`config.mk`:
```
export PLATFORM = sky130hd
export DESIGN_NAME = scan_select_seq
export DESIGN_NICKNAME = d
export VERILOG_FILES = /design/src/rtl/scan_select_seq.sv
export SDC_FILE = /design/constraint.sdc
export NUM_CORES = 1
export LEC_CHECK = 0
export ABC_AREA = 1
export BUFFER_PORTS_ARGS = -buffer_cell sky130_fd_sc_hd__buf_2
export CAP_MARGIN = 10
export CORE_MARGIN = 5
export CORE_UTILIZATION = 40
export DETAILED_ROUTE_END_ITERATION = 10
export GPL_TIMING_DRIVEN = 0
export MAX_ROUTING_LAYER = met4
export PLACE_DENSITY_LB_ADDON = 0.3
export SLEW_MARGIN = 20
export SYNTH_ARGS = -nofsm -noshare
export SYNTH_HDL_FRONTEND = slang
export SYNTH_SLANG_ARGS = --single-unit
```
`constraint.sdc`:
```
create_clock -name clk -period 4.24 [get_ports clk]
set_clock_uncertainty 0.2 [all_clocks]
set_input_delay 0.848 -clock clk [delete_from_list [all_inputs] [get_ports clk]]
set_output_delay 0.848 -clock clk [all_outputs]
set_load 0.01 [all_outputs]
```
`src/rtl/scan_select_seq.sv`:
```
// -----------------------------------------------------------------------------
// scan_select_seq
//
// Drives one half of a 74x139-style 2-to-4 active-low decoder so that four
// loads can be time-multiplexed. The enabled slots are visited in ascending
// cyclic order. Each slot gets BLANK cycles with the decoder disabled,
// followed by DWELL cycles with the decoder enabled. The address (a/b) only
// changes while g_l is high, so the Y_L strobes never glitch or overlap.
//
// Parameters
//   DWELL   cycles g_l is low per slot        (1 .. 2**CNT_W)
//   BLANK   cycles g_l is high before a slot  (1 .. 2**CNT_W)
//   CNT_W   width of the dwell/blank counter
//
// Ports
//   clk      in   system clock, rising edge
//   reset_l  in   asynchronous active-low reset
//   en       in   run request, sampled every cycle
//   mask     in   [3:0] slot enables, bit n includes slot n
//   a        out  decoder select MSB (slot bit 1)
//   b        out  decoder select LSB (slot bit 0)
//   g_l      out  decoder enable, active low
//   slot     out  [1:0] current slot index, equal to {a,b}
//   frame    out  one-cycle pulse in the first blank cycle after a wrap
// -----------------------------------------------------------------------------
module scan_select_seq #(
  parameter int DWELL = 16,
  parameter int BLANK = 2,
  parameter int CNT_W = 8
) (
  input  logic       clk,
  input  logic       reset_l,
  input  logic       en,
  input  logic [3:0] mask,
  output logic       a,
  output logic       b,
  output logic       g_l,
  output logic [1:0] slot,
  output logic       frame
);

  // The counter is loaded with length-1 and counts down to zero, so a
  // length of 2**CNT_W still fits in CNT_W bits.
  localparam logic [CNT_W-1:0] BLANK_LD = CNT_W'(BLANK - 1);
  localparam logic [CNT_W-1:0] DWELL_LD = CNT_W'(DWELL - 1);

  typedef enum logic [1:0] {
    ST_IDLE   = 2'd0,
    ST_BLANK  = 2'd1,
    ST_ACTIVE = 2'd2
  } state_t;

  state_t           state_reg, state_next;
  logic [CNT_W-1:0] cnt_reg, cnt_next;
  logic [1:0]       slot_reg, slot_next;
  logic             g_l_reg, g_l_next;
  logic             frame_reg, frame_next;

  logic [1:0]       first_slot;
  logic [1:0]       next_slot;
  logic [1:0]       cand;

  // Slot search. first_slot is the lowest enabled slot (used when leaving
  // IDLE). next_slot searches upward from slot_reg+1, wrapping; the last
  // candidate (k=4) is slot_reg itself, which covers the single-slot case.
  // Iterating from the far end and overwriting leaves the nearest match.
  always_comb begin
    first_slot = 2'd0;
    for (int i = 3; i >= 0; i--) begin
      if (mask[i]) first_slot = 2'(i);
    end
    next_slot = slot_reg;
    cand      = 2'd0;
    for (int k = 4; k >= 1; k--) begin
      cand = slot_reg + 2'(k);
      if (mask[cand]) next_slot = cand;
    end
  end

  always_comb begin
    state_next = state_reg;
    cnt_next   = cnt_reg;
    slot_next  = slot_reg;
    g_l_next   = 1'b1;
    frame_next = 1'b0;

    if (!en) begin
      // Abort from any state: decoder off, address held, no frame pulse.
      state_next = ST_IDLE;
    end else begin
      case (state_reg)
        ST_IDLE: begin
          if (|mask) begin
            slot_next  = first_slot;
            cnt_next   = BLANK_LD;
            state_next = ST_BLANK;
          end
        end
        ST_BLANK: begin
          if (cnt_reg == '0) begin
            cnt_next   = DWELL_LD;
            g_l_next   = 1'b0;
            state_next = ST_ACTIVE;
          end else begin
            cnt_next = cnt_reg - CNT_W'(1);
          end
        end
        ST_ACTIVE: begin
          if (cnt_reg == '0) begin
            // End of dwell: mask is sampled here only. g_l returns high on
            // the same edge the address moves.
            if (|mask) begin
              slot_next  = next_slot;
              frame_next = (next_slot <= slot_reg);
              cnt_next   = BLANK_LD;
              state_next = ST_BLANK;
            end else begin
              state_next = ST_IDLE;
            end
          end else begin
            g_l_next = 1'b0;
            cnt_next = cnt_reg - CNT_W'(1);
          end
        end
        default: state_next = ST_IDLE;
      endcase
    end
  end

  always_ff @(posedge clk or negedge reset_l) begin
    if (!reset_l) begin
      state_reg <= ST_IDLE;
      cnt_reg   <= '0;
      slot_reg  <= 2'd0;
      g_l_reg   <= 1'b1;
      frame_reg <= 1'b0;
    end else begin
      state_reg <= state_next;
      cnt_reg   <= cnt_next;
      slot_reg  <= slot_next;
      g_l_reg   <= g_l_next;
      frame_reg <= frame_next;
    end
  end

  assign a     = slot_reg[1];
  assign b     = slot_reg[0];
  assign slot  = slot_reg;
  assign g_l   = g_l_reg;
  assign frame = frame_reg;

endmodule

```
==> results.cfg, run 1 <==
[floorplan]
start_util_pct = 42.1
num_io_pins = 13
core_area_um2 = 2780
rows = 19
die_x_um = 64.1
dieArea_um2 = 4110
die_y_um = 64.1

[cells_and_area]
drive_above_1_share_pct = 15.5
fill_cells = 280
largest_register_ffs = 8
nNetsFinal = 209
seq_area_um2 = 352
areaGrowthSynthToFinish_pct = 11.5
fin_cells = 224
antenna_cells = 0
multi_input_area_um2 = 681

[worst_setup_path]
critPathMaxStageDelay_ps = 360
critPathLaunchType = input port
path_depth = 11
r2r_cells = 12
cp_slowest_cell = a2111oi_0
reg2reg_slack_ps = 1960
critical_path_arrival_ps = 2250
end_kind = register
rr_startpoint = slot[0]$_DFFE_PN0P_
worstSetupPathType = input port to register
r2r_end = frame$_DFF_PN0_
required_ps = 4210
crit_buf_inv = 4
crit_top_cell = inv_1
critPathMaxFanout = 4
cp_top_family = compound AO/OA/AOI/OAI gates
path_cells = buf_2 -> inv_1 -> nand2_1 -> nand2_1 -> o21ai_0 -> inv_1 -> a21oi_1 -> ha_1 -> inv_1 -> o21bai_1 -> a2111oi_0

[power_and_ir_drop]
vdd_drop_max_mv = 0.393
powerDensity_nw_per_um2 = 662
power_mw = 0.865
p_leak_nw = 0.732

[logic_synthesis]
synthTopCellsByArea = dfrtp_1 (28%), nand2_1 (19%), ha_1 (8.5%)
ys_seq_elements = 14
syn_nets = 192
syn_area_um2 = 1170
yosys-top-cells-count = nand2_1 (60), inv_1 (26), dfrtp_1 (13), o21ai_0 (13)
yosysWarningCount = 0
synth.avg_cell_area_um2 = 6.62
synth_edf_count = 0
synthCells = 177
yosysSeqAreaShare_pct = 30.0
yosysMostFrequentCell = nand2_1
ys_types = 29
synth_ff_type = dfrtp_1
yosysTopAreaCellShare_pct = 27.8
synth-async-reset-ratio_pct = 100
yosysTopAreaCell = dfrtp_1

[timing]
fmax_mhz = 438
drv_slew = 0
hold_viol = 0
tns_ps = 0
worst_slew_pin_slew_ps = 339
grt_setup_unrepaired = false
setup_violations = 0
fin_crit_sh_pct = 53.8
post-route-min-period_ps = 2280
max_slew_margin_pct = 76.8

[clocking]
insertion_delay_ps = 290
cts_resized = 0
post-cts-setup-buffers = 0
clk_path_buf_depth = 2
clock_sinks = 14
cts_tree = built
cts_buffers = 3
ctsHoldBuffers = 0
root_buffer = clkbuf_4
h-tree-depth = 1
clk_pin_slew_worst_paths_ps = 90

[placed_design]
port_buffers = 12
place.gp.congestion = 0.870
dp_hpwl_mm = 1.95
dp.cells = 220

[route]
ant_nets = 0
avgRoutedWirePerCell_um = 11.2
wl_met2_mm = 1.16
drt-met1-wl_mm = 1.21
drt_iter0_drc = 67
wl_mm = 2.51
drc = 0
vias = 1113
avgViaCountPerCell = 4.97
drt_first_pass_iters = 4
wl_met3_um = 94
highest_layer = met4

[global_route]
grt_usage_pct = 13.5
grt_pass1_wl_mm = 4.44
grt_pass1_vias = 1077
antenna_found_initial = 0
grt_max_degree = 15
gr-total-overflow = 0

[outcome]
status = finished clean

[run]
max-cap-violations = 0

[hold_path]
hold_path.class = input port to async pin
-- stage by stage --
step           hold slack, ps  worst slack (ps)  utilization [%]  area (um2)
2_1_floorplan             258              1950                -        1170
3_3_place_gp              274              1620             45.7        1270
3_5_place_dp              290              1630             45.7        1270
4_1_cts                   253              1920             47.0        1310
5_1_grt                   249              1700             47.0        1310
6_report                  241              1960             47.0        1310
-- power by group --
part / switching (mW) / internal, mW / leakage (nW)
clock network: 0.0470 / 0.0524 / 0.0210
logic: 0.354 / 0.207 / 0.530
registers: 0.0327 / 0.171 / 0.181
total: 0.434 / 0.431 / 0.732
-- logic make-up (layout without fill, tap and decap cells) --
family	count (synthesis)	count (layout)	share of synthesized area, %
xor+xnor	2	2	1.50
flops	14	14	30.0
buf+inv	33	49	11.9
fa+ha+maj	8	8	8.55
simple gates	93	93	35.7
compound gates	27	27	12.4
-- worst reg2reg max path, cell delays in order (launching register included) --
cell and delay, ps:
dfrtp_1 420, buf_4 180, inv_2 120, nand2_1 60, nand2_1 60, nand2_1 70, o21ai_0 90, inv_1 70
a21oi_1 150, ha_1 250, inv_1 60, o21bai_1 60, a2111oi_0 360
-- metal layers --
layer  vias to the layer above  global-route usage (%)
li1                        586                       -
met1                       506                    16.8
met2                        16                    21.6
met3                         5                    1.75
met4                         0                    6.11
met5                         -                       -
-- worst max path at each step --
stage	startpoint	to	slack [ps]
global placement	mask[3]	frame$_DFF_PN0_	1620
global route	slot[0]$_DFFE_PN0P_	frame$_DFF_PN0_	1700
finish	mask[3]	frame$_DFF_PN0_	1960
detailed placement	mask[3]	frame$_DFF_PN0_	1630
CTS	slot[0]$_DFFE_PN0P_	frame$_DFF_PN0_	1920
floorplan	mask[2]	frame$_DFF_PN0_	1950
-- layout make-up --
| cell class | count | share of cell area, % |
|---|---|---|
| buffer | 4 | 2.11 |
| clock buffer | 4 | 2.78 |
| inverter | 29 | 8.52 |
| multi-input combinational | 130 | 52.1 |
| sequential | 14 | 26.9 |
| tap | 31 | 2.97 |
| timing repair buffer | 12 | 4.60 |
-- placed cells by master (no fill, tap or decap), types with 2 or more instances in the layout --
cell	Yosys	routed
o21ai_0	13	13
nor2_1	10	10
a21oi_1	8	8
nor3_1	2	2
nand2_1	60	60
ha_1	8	8
inv_1	26	26
inv_2	2	2
o21ai_1	3	3
nand3_1	10	10
clkbuf_4	0	3
nand4_1	3	3
buf_4	3	3
buf_2	1	13
dfrtp_1	13	13
No activity file was read; power rests on OpenSTA's default activity.
==> inputs of run 2 (changes only) <==
- clock period: 4.24 -> 1.96 ns (I/O delays scaled with it)
==> results.cfg, run 2 (same netlist as run 1, synthesis figures left out) <==
[outcome]
status = complete, but fails checks
violations = setup timing

[worst_setup_path]
critPathLaunchType = register
critPathMaxStageDelay_ps = 420
end_kind = register
reg2reg_slack_ps = -150
critPathMaxFanout = 5
crit_buf_inv = 3
r2r_cells = 10
path_cells = buf_2 -> nand2_1 -> nand2_1 -> o21ai_2 -> inv_2 -> a21oi_2 -> ha_4 -> inv_4 -> o21bai_4 -> a2111oi_4
r2r_end = frame$_DFF_PN0_
rr_startpoint = slot[0]$_DFFE_PN0P_
critical_path_arrival_ps = 2110
required_ps = 1950
worstSetupPathType = register to register
cp_top_family = compound AO/OA/AOI/OAI gates
cp_slowest_cell = dfrtp_1
crit_top_cell = nand2_1

[clocking]
insertion_delay_ps = 290
h-tree-depth = 1
clk_pin_slew_worst_paths_ps = 90
clock_sinks = 14
cts_buffers = 3
cts_tree = built
clk_path_buf_depth = 2
root_buffer = clkbuf_4

[global_route]
grt_pass1_vias = 1064
grt_pass1_wl_mm = 4.47
grt_usage_pct = 13.9
antenna_found_initial = 0
grt_max_degree = 15
gr-total-overflow = 0

[route]
drc = 0
avgViaCountPerCell = 5.10
drt_first_pass_iters = 4
avgRoutedWirePerCell_um = 12.2
vias = 1172
drt_iter0_drc = 71
wl_mm = 2.80
ant_nets = 0

[cells_and_area]
drive_above_1_share_pct = 33.7
nNetsFinal = 215
final_common_cell = nand2_1
antenna_cells = 0
areaGrowthSynthToFinish_pct = 28.1
final_cell_mix = nand2_1 (46), inv_1 (21), nand2_2 (15)
largest_register_ffs = 8

[run]
max-cap-violations = 0

[floorplan]
die_y_um = 64.1
start_util_pct = 42.1
core_area_um2 = 2780
num_io_pins = 13
dieArea_um2 = 4110
die_x_um = 64.1
rows = 19

[hold_path]
worstHoldStart = en
hold_path.class = input port to register
worstHoldEndpoint = g_l$_DFF_PN1_
min_path_cells = 2

[placed_design]
place.gp.congestion = 0.870
dp_hpwl_mm = 1.94
port_buffers = 12

[timing]
worst_slew_pin_slew_ps = 315
holdWs_ps = 178
hold_viol = 0
drv_slew = 0
fin_ws_ps = -152
max_slew_margin_pct = 79.0
grt_setup_unrepaired = true
fmax_mhz = 473
fin_crit_sh_pct = 108
post-route-min-period_ps = 2110
setup_violations = 1

[power_and_ir_drop]
power_mw = 2.45
p_leak_nw = 0.771
powerDensity_nw_per_um2 = 1630
vdd_drop_max_mv = 0.927
## run 2: cell types whose count changed in the layout (fill, tap and decap cells not counted), moves of 3 or more
cell,previous run,this run
buf_4,3,6
nand2_1,60,46
inv_1,26,21
nand2_2,1,15
inv_2,2,5
nand3_2,0,3
nand3_1,10,7
## run 2: what timing repair did
item                                   4_1_cts  5_1_grt
setup endpoints to repair                    1       13
resized for setup                            6       36
gates cloned                                 1        0
pin swaps                                    2       10
hold buffers                                 1        0
setup buffers                                1        3
endpoints found under the hold margin       13        0
## run 2: layout make-up
class | instances | area, um2
timing repair buffer | 18 | 105
buffer | 4 | 33.8
multi-input combinational | 130 | 812
clock buffer | 4 | 36.3
sequential | 14 | 353
inverter | 29 | 121
tap | 31 | 38.8
fill | 263 | 1280
## run 2: per-layer routing
layer | global-route usage (%) | wire length [um] | up-vias | part of all wire [%]
li1 | - | - | 608 | -
met4 | 8.40 | 57 | 0 | 2.0
met1 | 16.7 | 1290 | 548 | 46
met2 | 20.7 | 1370 | 11 | 49
met3 | 3.33 | 76 | 5 | 2.7
met5 | - | 0 | - | 0
## run 2: report_power, final
part           switching (mW)  total [mW]  internal (mW)
clock network           0.102       0.216          0.113
registers              0.0760       0.448          0.373
logic                    1.05        1.78          0.729
## run 2: per-stage QoR
| step | TNS [ps] | utilization [%] | std cells | cell area, um2 | worst slack, ps |
|---|---|---|---|---|---|
| after floorplan | -97.3 | - | 177 | 1180 | -97.3 |
| after global placement | -278 | 45.9 | 220 | 1280 | -278 |
| after detailed placement | -263 | 45.9 | 220 | 1280 | -263 |
| after CTS | -152 | 48.6 | 227 | 1350 | -152 |
| after global routing | -230 | 53.9 | 230 | 1500 | -230 |
| final | -152 | 53.9 | 230 | 1500 | -152 |
## run 2: how the worst max path moves through the flow
stage	start	endpoint	depth (start not counted)
floorplan	slot[0]$_DFFE_PN0P_	frame$_DFF_PN0_	11
global placement	slot[0]$_DFFE_PN0P_	frame$_DFF_PN0_	12
detailed placement	slot[0]$_DFFE_PN0P_	frame$_DFF_PN0_	12
CTS	slot[0]$_DFFE_PN0P_	frame$_DFF_PN0_	12
global route	slot[0]$_DFFE_PN0P_	frame$_DFF_PN0_	12
finish	slot[0]$_DFFE_PN0P_	frame$_DFF_PN0_	10
==> inputs of run 3 (changes only) <==
- ABC_AREA: 1 -> 0
==> results.cfg, run 3 <==
[power_and_ir_drop]
combPwrFrac_pct = 64.0
pwr-share-clk_pct = 11.3
seqPwrFrac_pct = 24.7
power_mw = 1.94
p_leak_nw = 0.621
vdd_drop_max_mv = 0.802
swShare_pct = 44.0
powerDensity_nw_per_um2 = 1380
p_int_mw = 1.09
p_sw_mw = 0.855

[logic_synthesis]
ys_seq_elements = 14
synthTopCellsByArea = dfrtp_1 (29%), ha_1 (9.0%), a21oi_1 (5.4%)
syn_nets = 142
synthCells = 127
yosysTopAreaCell = dfrtp_1
yosysWarningCount = 0
yosys-top-cells-count = dfrtp_1 (13), a21oi_1 (12), nor2_1 (12), nand2_1 (9), ha_1 (8)
yosysSeqAreaShare_pct = 31.7
synth-async-reset-ratio_pct = 100
synth_ff_type = dfrtp_1
synth_edf_count = 0
ys_types = 45
yosysTopAreaCellShare_pct = 29.3
yosysMostFrequentCell = dfrtp_1
synth.avg_cell_area_um2 = 8.74
syn_area_um2 = 1110

[timing]
worst_slew_pin_slew_ps = 537
post-route-min-period_ps = 1940
hold_viol = 0
fin_ws_ps = 18.6
drv_slew = 0
grt_setup_unrepaired = true
setup_violations = 0
fin_crit_sh_pct = 99.1
max_slew_margin_pct = 63.9
fmax_mhz = 515
tns_ps = 0

[cells_and_area]
largest_register_ffs = 8
antenna_cells = 0
final_cell_mix = buf_4 (12), nor2_1 (11), a21oi_1 (11), buf_2 (11), dfrtp_1 (10)
drive_above_1_share_pct = 38.8
post-route-util_pct = 52.1
areaGrowthSynthToFinish_pct = 27.2
nNetsFinal = 168
final_common_cell = buf_4

[clocking]
clock_sinks = 14
root_buffer = clkbuf_4
clk_path_buf_depth = 2
clk_pin_slew_worst_paths_ps = 100
insertion_delay_ps = 300
cts_buffers = 3
cts_tree = built
h-tree-depth = 1

[route]
ant_nets = 0
drt_iter0_drc = 47
avgRoutedWirePerCell_um = 14.8
vias = 1091
avgViaCountPerCell = 5.96
drt_first_pass_iters = 4
drc = 0
wl_mm = 2.71

[floorplan]
core_area_um2 = 2710
rows = 19
num_io_pins = 13
dieArea_um2 = 3930
start_util_pct = 41.0
die_x_um = 62.7
die_y_um = 62.7

[worst_setup_path]
critPathMaxFanout = 5
critPathLaunchType = register
required_ps = 1940
end_kind = register
worstSetupPathType = register to register
critical_path_arrival_ps = 1920

[global_route]
antenna_found_initial = 0
gr-total-overflow = 0
grt_max_degree = 15
grt_pass1_vias = 1013
grt_usage_pct = 14.3
grt_pass1_wl_mm = 4.48

[placed_design]
dp_hpwl_mm = 1.87
pre_cts_ws_ps = -204
place.gp.congestion = 0.835
port_buffers = 11

[hold_path]
hold_path.class = input port to register

[run]
max-cap-violations = 0

[outcome]
status = finished clean
## run 3: changes by cell type in the layout (fill, tap and decap cells not counted), moves of 3 or more
cell	change
a21oi_1	+4
nand2_1	-38
nand3_1	-4
o21ai_0	-7
buf_4	+6
inv_2	-3
nor2_1	+3
nor2_4	-3
nand2_2	-14
inv_1	-16
mux2i_1	+3
nand2b_1	+5
## run 3: final timing paths
path                                           to  cells after the start  slack, ps                   start
setup / recovery           cnt_reg[0]$_DFFE_PN0P_                      4         20  cnt_reg[4]$_DFFE_PN0P_
hold / removal                      g_l$_DFF_PN1_                      2        270                      en
setup reg to reg           cnt_reg[0]$_DFFE_PN0P_                      4         20  cnt_reg[4]$_DFFE_PN0P_
hold reg to reg            cnt_reg[5]$_DFFE_PN0P_                      1        380  cnt_reg[5]$_DFFE_PN0P_
max in group asynchronous           g_l$_DFF_PN1_                      2        970                 reset_l
min in group asynchronous         frame$_DFF_PN0_                      2        310                 reset_l
## run 3: worst max-delay path, cell delays in order, from the launching register on
cell	delay, ps
dfrtp_2	450
or4_4	580
nor3_4	240
nor2_1	60
o32a_1	290
## run 3: through the flow
step                      std cells  area [um2]  hold WS [ps]
after floorplan                 127        1110          -104
after global placement          169        1200           108
final                           183        1410           272
after global routing            183        1410           279
after CTS                       178        1310           267
after detailed placement        169        1200           115
## run 3: cell type report
cell class / count / area, um2
fillers: 258 / 1300
multi-input cells: 102 / 796
flip-flops and latches: 14 / 355
repair buffers: 22 / 140
well taps: 31 / 38.8
clock buffers: 4 / 36.3
inverters: 7 / 26.3
plain buffers: 3 / 18.8
## run 3: logic make-up after synthesis
family                     share of synthesized area, %
buffers and inverters                              4.40
adders and majority gates                          9.02
AOI/OAI and AO/OA                                  21.9
DFF                                                31.7
and+or+nand+nor                                    29.3
muxes                                              3.72
## run 3: power by group through the flow
stage          Combinational, mW  Sequential, mW  Clock (mW)
2_1_floorplan              0.749           0.474           0
3_3_place_gp               0.941           0.481           0
3_5_place_dp               0.963           0.488           0
4_1_cts                     1.06           0.468       0.224
5_1_grt                     1.36           0.493       0.246
6_report                    1.24           0.479       0.220
## run 3: what timing repair did
item                                   4_1_cts  5_1_grt
endpoints found under the hold margin       13        0
gates resized for setup                      5       19
pin swaps                                    3        4
buffers inserted                             5        5
setup endpoints to repair                   10       13
hold buffers                                 1        0
## run 3: routing by layer
metal	part of all wire [%]	up-vias	track usage (%)	wire, um
met5	0	-	-	0
met4	1.4	0	7.43	38
met3	3.7	5	3.60	100
met2	48	30	21.9	1300
met1	47	531	17.2	1270
li1	-	525	-	-
